## config.mk

```make
export PLATFORM = sky130hd
export DESIGN_NAME = mux_pipe_nto1_flat
export DESIGN_NICKNAME = d
export VERILOG_FILES = /design/src/rtl/mux_pipe_nto1_if.sv /design/src/rtl/mux_pipe_nto1.sv /design/src/flat_wrapper.sv
export SDC_FILE = /design/constraint.sdc
export NUM_CORES = 1
export LEC_CHECK = 0
export ABC_AREA = 1
export BUFFER_PORTS_ARGS = -buffer_cell sky130_fd_sc_hd__buf_2
export CORE_ASPECT_RATIO = 0.75
export CORE_MARGIN = 2
export CORE_UTILIZATION = 54
export CTS_BUF_LIST = sky130_fd_sc_hd__clkbuf_4 sky130_fd_sc_hd__clkbuf_8
export DETAILED_ROUTE_END_ITERATION = 7
export MAX_ROUTING_LAYER = met4
export PLACE_DENSITY = 0.88
export SLEW_MARGIN = 40
export SYNTH_ARGS = -nofsm -noshare
export SYNTH_HDL_FRONTEND = slang
export SYNTH_SLANG_ARGS = --single-unit
```

## constraint.sdc

```tcl
create_clock -name Clk -period 1.8 [get_ports Clk]
set_input_delay 0.09 -clock Clk [delete_from_list [all_inputs] [get_ports Clk]]
set_output_delay 0.09 -clock Clk [all_outputs]
set_load 0.02 [all_outputs]
```

## src/rtl/mux_pipe_nto1_if.sv

```systemverilog
// Handshake bundle for mux_pipe_nto1: upstream select/offer side and downstream output side.
interface mux_pipe_nto1_if #(
  parameter int unsigned WIDTH  = 32,
  parameter int unsigned NUM_IN = 4,
  parameter int unsigned SEL_W  = 2
);
  logic [NUM_IN*WIDTH-1:0] in_bus;
  logic [SEL_W-1:0]        sel;
  logic                    in_valid;
  logic                    in_ready;
  logic                    flush;
  logic [WIDTH-1:0]        out;
  logic                    out_valid;
  logic                    out_ready;
  logic                    sel_err;
  logic [7:0]              err_count;

  modport master (
    output in_bus, sel, in_valid, flush, out_ready,
    input  in_ready, out, out_valid, sel_err, err_count
  );

  modport slave (
    input  in_bus, sel, in_valid, flush, out_ready,
    output in_ready, out, out_valid, sel_err, err_count
  );
endinterface

```

## src/rtl/mux_pipe_nto1.sv

```systemverilog
// N-to-1 operand select feeding a two-entry skid buffer (main + skid) with flush and
// out-of-range select detection. All outputs come straight from registers.
module mux_pipe_nto1 #(
  parameter int unsigned WIDTH  = 32,
  parameter int unsigned NUM_IN = 4,
  parameter int unsigned SEL_W  = 2
) (
  input logic             Clk,
  input logic             Rst,
  mux_pipe_nto1_if.slave  bus
);

  typedef enum logic [1:0] {StEmpty, StOne, StFull} state_e;

  state_e           state_q, state_d;
  logic [WIDTH-1:0] main_q, main_d;
  logic [WIDTH-1:0] skid_q, skid_d;
  logic             sel_err_q, sel_err_d;
  logic [7:0]       err_count_q, err_count_d;

  logic [WIDTH-1:0] sel_word;
  logic             sel_bad;
  logic             in_ready;
  logic             out_valid;
  logic             accept;
  logic             transfer;

  // Any select value not matching a real input yields a zero word and flags an error.
  always_comb begin
    sel_word = '0;
    sel_bad  = 1'b1;
    for (int k = 0; k < NUM_IN; k++) begin
      if (bus.sel == SEL_W'(k)) begin
        sel_word = bus.in_bus[k*WIDTH +: WIDTH];
        sel_bad  = 1'b0;
      end
    end
  end

  assign in_ready  = (state_q != StFull);
  assign out_valid = (state_q != StEmpty);
  assign accept    = bus.in_valid & in_ready;
  assign transfer  = out_valid & bus.out_ready;

  always_comb begin
    state_d     = state_q;
    main_d      = main_q;
    skid_d      = skid_q;
    sel_err_d   = 1'b0;
    err_count_d = err_count_q;

    if (bus.flush) begin
      state_d = StEmpty;
    end else begin
      if (accept && sel_bad) begin
        sel_err_d = 1'b1;
        if (err_count_q != 8'hff) begin
          err_count_d = err_count_q + 8'd1;
        end
      end

      unique case (state_q)
        StEmpty: begin
          if (accept) begin
            main_d  = sel_word;
            state_d = StOne;
          end
        end
        StOne: begin
          if (accept && !transfer) begin
            skid_d  = sel_word;
            state_d = StFull;
          end else if (transfer && !accept) begin
            state_d = StEmpty;
          end else if (accept && transfer) begin
            main_d = sel_word;
          end
        end
        StFull: begin
          if (transfer) begin
            main_d  = skid_q;
            state_d = StOne;
          end
        end
        default: state_d = StEmpty;
      endcase
    end
  end

  always_ff @(posedge Clk) begin
    if (Rst) begin
      state_q     <= StEmpty;
      main_q      <= '0;
      skid_q      <= '0;
      sel_err_q   <= 1'b0;
      err_count_q <= 8'd0;
    end else begin
      state_q     <= state_d;
      main_q      <= main_d;
      skid_q      <= skid_d;
      sel_err_q   <= sel_err_d;
      err_count_q <= err_count_d;
    end
  end

  assign bus.in_ready  = in_ready;
  assign bus.out_valid = out_valid;
  assign bus.out       = main_q;
  assign bus.sel_err   = sel_err_q;
  assign bus.err_count = err_count_q;

endmodule
```

## src/flat_wrapper.sv

```systemverilog
// flat-port wrapper written by rule: the top's interface ports become plain ports
module mux_pipe_nto1_flat 
#(
  parameter int unsigned WIDTH  = 32,
  parameter int unsigned NUM_IN = 4,
  parameter int unsigned SEL_W  = 2
)
  (Clk, Rst, bus_in_bus, bus_sel, bus_in_valid, bus_flush, bus_out_ready, bus_in_ready, bus_out, bus_out_valid, bus_sel_err, bus_err_count);
  mux_pipe_nto1_if #(.WIDTH(WIDTH), .NUM_IN(NUM_IN), .SEL_W(SEL_W)) bus_i ();
  input logic Clk;
  input logic Rst;
  input wire logic [$bits(bus_i.in_bus)-1:0] bus_in_bus;
  input wire logic [$bits(bus_i.sel)-1:0] bus_sel;
  input wire logic [$bits(bus_i.in_valid)-1:0] bus_in_valid;
  input wire logic [$bits(bus_i.flush)-1:0] bus_flush;
  input wire logic [$bits(bus_i.out_ready)-1:0] bus_out_ready;
  output wire logic [$bits(bus_i.in_ready)-1:0] bus_in_ready;
  output wire logic [$bits(bus_i.out)-1:0] bus_out;
  output wire logic [$bits(bus_i.out_valid)-1:0] bus_out_valid;
  output wire logic [$bits(bus_i.sel_err)-1:0] bus_sel_err;
  output wire logic [$bits(bus_i.err_count)-1:0] bus_err_count;
  assign bus_i.in_bus = bus_in_bus;
  assign bus_i.sel = bus_sel;
  assign bus_i.in_valid = bus_in_valid;
  assign bus_i.flush = bus_flush;
  assign bus_i.out_ready = bus_out_ready;
  assign bus_in_ready = bus_i.in_ready;
  assign bus_out = bus_i.out;
  assign bus_out_valid = bus_i.out_valid;
  assign bus_sel_err = bus_i.sel_err;
  assign bus_err_count = bus_i.err_count;
  mux_pipe_nto1 #(.WIDTH(WIDTH), .NUM_IN(NUM_IN), .SEL_W(SEL_W)) u_core (.Clk(Clk), .Rst(Rst), .bus(bus_i));
endmodule
```

# Word-level counts from Yosys, hierarchy flattened
# Index checks and enable logic that the tools add are counted.
[classes]
add_sub_neg = 1
eq_ne = 13
mux = 20
n_bitwise = 3
reduce_logical = 15
[ops]
columns = ["cell", "n"]
rows = [
  ["$mux W32", 9],
  ["$pmux W32 S3", 1],
  ["$reduce_and A3 Y1", 3],
  ["$add A8 B1 Y8 const B", 1],
  ["$mux W2", 4],
  ["$ne A8 B8 Y1 const B", 1],
  ["$reduce_and A7 Y1", 1],
  ["$eq A2 B2 Y1 const B", 3],
  ["$ne A2 B1 Y1 const B", 3],
  ["$ne A2 B2 Y1 const B", 3],
  ["$pmux W2 S3", 1],
  ["$mux W1", 5],
  ["$eq A2 B1 Y1 const B", 2],
  ["$logic_and A1 B1 Y1", 4],
  ["$logic_not A2 Y1", 2],
  ["$ne A3 B1 Y1 const B", 1],
  ["$reduce_bool A3 Y1", 1],
  ["$and A1 B1 Y1", 2],
  ["$logic_not A1 Y1", 2],
  ["$reduce_bool A2 Y1", 1],
  ["$reduce_or A2 Y1", 1],
  ["$not A1 Y1", 1],
]
[totals]
ff_bits = 75
input_bits = 135
output_inout_bits = 43

# Logic depth before layout (Yosys ltp)
[logic_depth]
depth_word = 9
ltp_mapped = 9

# Worst setup path after synthesis
# Ideal clock, no wire load.
[synth_path]
path_kind = "register -> register"
startpoint = "reg u_core.state_q[0]"
endpoint = "reg u_core.skid_q[10]"
arrival_ns = 1.147
setup_slack_ns = 0.536
stages_incl_launch_ff = 9
n_path_buf = 1
synth_period_minus_slack_ns = 1.264
path_cell_list = "dfxtp_1 -> inv_2 -> nor2_2 -> nand3_1 -> nor2_2 -> inv_1 -> buf_6 -> a21oi_1 -> nor2_1"
[synth_between]
elab_chain_cells = 5
word_cells_on_any_way = 8
[synth_rtl]
columns = ["item", "line_no", "text"]
rows = [
  ["from (decl)", "mux_pipe_nto1.sv:15", "state_e state_q, state_d;"],
  ["from (signal assigned)", "mux_pipe_nto1.sv:92", "state_q <= StEmpty;"],
  ["from (signal assigned)", "mux_pipe_nto1.sv:98", "state_q <= state_d;"],
  ["$reduce_bool A2 Y1", "mux_pipe_nto1.sv:41", "assign out_valid = (state_q != StEmpty);"],
  ["$and A1 B1 Y1", "mux_pipe_nto1.sv:43", "assign transfer = out_valid & bus.out_ready;"],
  ["$logic_not A1 Y1", "mux_pipe_nto1.sv:70", "if (accept && !transfer) begin"],
  ["$logic_and A1 B1 Y1", "mux_pipe_nto1.sv:70", ""],
  ["$reduce_and A3 Y1 (no line) *", "n/a", ""],
  ["to (signal assigned)", "mux_pipe_nto1.sv:100", "skid_q <= skid_d;"],
  ["to (decl)", "mux_pipe_nto1.sv:17", "logic [WIDTH-1:0] skid_q, skid_d;"],
]
# Every way passes the cells marked *; elsewhere a longest branch is shown, timed or not.
# A chain may end at the register's enable or synchronous reset.

# Final worst setup path
[layout_path]
startpoint = "reg u_core.state_q[1]"
endpoint = "out bus_in_ready"
[layout_between]
elab_chain_cells = 1
[layout_rtl]
columns = ["item", "line_no", "text"]
rows = [
  ["$ne A2 B2 Y1", "mux_pipe_nto1.sv:40", "assign in_ready = (state_q != StFull);"],
  ["to (decl)", "flat_wrapper.sv:17", "output wire logic [$bits(bus_i.in_ready)-1:0] bus_in_ready;"],
]
# No other way between the ends.

==> results.json <==
{
  "wl_met3_um": 1310,
  "top_layer": "met4",
  "clk_path_buf_depth": 2,
  "netlist_area_um2": 4320,
  "clock_sinks": 75,
  "met1_length_um": 5480,
  "root_buffer": "clkbuf_8",
  "viasPerCell": 5.28,
  "portBuffers": 177,
  "layout_min_cycle_time_ns": 1.54,
  "syn_nets": 852,
  "met2_length_um": 6330,
  "ys_types": 20,
  "grt_pass1_wl_um": 20900,
  "finalWorstSetupSlack_ns": 0.259,
  "ys_top_cells_by_count": "nand2_1, nor2_1, nand3_1",
  "leakage_nw": 2.76,
  "die_w_um": 107,
  "critPathLaunch": "u_core.state_q[1]",
  "finalSetupViolCount": 0,
  "r2r-start": "u_core.state_q[0]",
  "drc": 0,
  "final_cells": 984,
  "detail_route.first_pass.iterations": 5,
  "cts_made_buffers": 9,
  "cts_resized": 0,
  "synth_edf_count": 0,
  "yosys_warnings": 0,
  "p_sw_share_pct": 30.1,
  "crit_type": "reg2out",
  "insertedDiodeCount": 0,
  "maxCapViolations": 0,
  "worst_r2r_path_depth": 8,
  "pin_count": 178,
  "async_reset_ff_share_pct": 0,
  "seq_power_share_pct": 45.9,
  "initial_core_util_pct": 55.3,
  "cts_tree": "built",
  "clock.fmax_mhz": 649,
  "first_global_vias": 4603,
  "critPathCapture": "bus_in_ready",
  "cp.required_ns": 1.71,
  "dp.cells": 969,
  "synth_most_common_cell": "nand2_1",
  "place_hpwl_um": 9460,
  "setup-tns-final_ns": 0,
  "worst_ep_arrival_time_ns": 1.45,
  "post_cts_buffers": 0,
  "gr-total-overflow": 0,
  "cp-start-kind": "flop",
  "gp_congestion": 0.955,
  "fin_worst_skew_ns": 0.0101,
  "clkPwrFrac_pct": 31.6,
  "synthTopCellsByArea": "dfxtp_1, nand2_1, nor2_1",
  "syn2layout_area_growth_pct": 26.5,
  "power.switching_mw": 1.16,
  "grtUsageTotal_pct": 31.2,
  "synthCells": 717,
  "ys.flop_type": "dfxtp_1",
  "worstPathMaxFanout": 65,
  "grt_max_degree": 66,
  "ir_drop_mv": 0.424,
  "antenna_found_initial": 0,
  "rsz0062_at_grt": "false",
  "die_y_um": 81.5,
  "power.total_mw": 3.86,
  "rows": 28,
  "ys_seq_area_share_pct": 34.7,
  "fin_crit_sh_pct": 85.6,
  "hold_class": "in2reg",
  "slew_viol_final": 0,
  "synth_top_area_share_pct": 34.7,
  "synth.avg_cell_area_um2": 6.03,
  "coreArea_um2": 7810,
  "clk_pin_slew_ns": 0.07,
  "dp_slack_ns": 0.297,
  "rr_endpoint": "u_core.skid_q[17]",
  "endpoint_kind": "output pin",
  "cts.hold.buffers_added": 0,
  "synth_top_cell_by_area": "dfxtp_1",
  "h-tree-depth": 3,
  "dieArea_um2": 8740,
  "fin_nets": 1010,
  "yosys_register_bits": 75,
  "hold_viol_final": 0,
  "combPwrFrac_pct": 22.5,
  "layout-drive-gt1-share_pct": 28.3,
  "routedWlPerCell_um": 13.6,
  "vias": 5193,
  "rrSetupSlack_ns": 0.27,
  "ant_nets": 0,
  "status": "completed",
  "wl_um": 13400,
  "first_iter_violations": 382,
  "p_int_mw": 2.70,
  "clkLatencyLatePin_ns": 0.35,
  "power_density_nw_per_um2": 705
}
cells in the final DEF (no fill, tap or decap):
master    count
or2_2        32
nor3_1        1
buf_12        4
clkbuf_4      1
buf_2       177
inv_2         2
nand2_1     167
o21ai_1       5
nor2_1      138
a21oi_1      35
clkinv_1      2
nand3_1      98
nor2_4        2
clkbuf_8     12
o21ai_0      59
buf_4        14
nor2_2        3
conb_1        1
clkinv_2      2
inv_1        48
dfxtp_1      75
nand4_1       1
critical path: stages (launching register included):
cell     delay, ns
dfxtp_1       0.40
inv_1         0.11
nor2_4        0.11
buf_12        0.26
inv_1         0.06
buf_2         0.16
routing by layer:
metal / track usage [%] / up-vias
li1: - / 2575
met1: 38.1 / 2315
met2: 51.0 / 274
met3: 6.35 / 29
met4: 12.6 / 0
met5: - / -
state kept, by name, summed over array words and instances, names as in the netlist:
name and count:
u_core.bus.out 32, u_core.skid_q 32, u_core.bus.err_count 8, u_core.state_q 2, u_core.bus.sel_err 1
area by class of cell:
| cell class | count | area (µm²) |
|---|---|---|
| clock buffers | 13 | 173 |
| clock inverters | 2 | 10.0 |
| fillers | 733 | 2340 |
| inverters | 52 | 195 |
| multi-input cells | 542 | 2390 |
| flip-flops and latches | 75 | 1500 |
| well taps | 105 | 131 |
| repair buffers | 195 | 1070 |
cells by family (layout without fill, tap and decap cells):
group	count (synthesis)	after routing	share of synthesized area [%]
compound gates	99	99	11.5
simple gates	442	442	43.5
buf+inv	100	262	10.2
flops	75	75	34.7
other cells	1	1	0.0867
per-stage QoR:
step | hold WS (ns) | utilization [%] | area (µm²)
global route | 0.0273 | 70.0 | 5470
detailed placement | 0.393 | 67.7 | 5290
floorplan | 0.252 | - | 4320
finish | 0.0276 | 70.0 | 5470
global placement | 0.385 | 67.7 | 5290
CTS | 0.0180 | 70.0 | 5470
worst min-delay path by stage:
stage	start	end	cells after the start	slack, ns
global route	Rst	u_core.bus.err_count[3]	2	0.03
floorplan	bus_flush	u_core.state_q[1]	3	0.25
finish	Rst	u_core.bus.err_count[7]	2	0.03
CTS	Rst	u_core.bus.err_count[3]	2	0.02
detailed placement	Rst	u_core.bus.err_count[3]	2	0.39
global placement	Rst	u_core.bus.err_count[6]	2	0.38
power by group through the flow:
stage               Clock [mW]  Combinational (mW)  Sequential, mW
CTS                       1.24               0.862            1.77
global placement             0               0.837            1.80
finish                    1.22               0.867            1.77
detailed placement           0               0.858            1.81
floorplan                    0               0.448            1.88
global route              1.31               0.968            1.78
No activity file was read; power rests on OpenSTA's default activity.
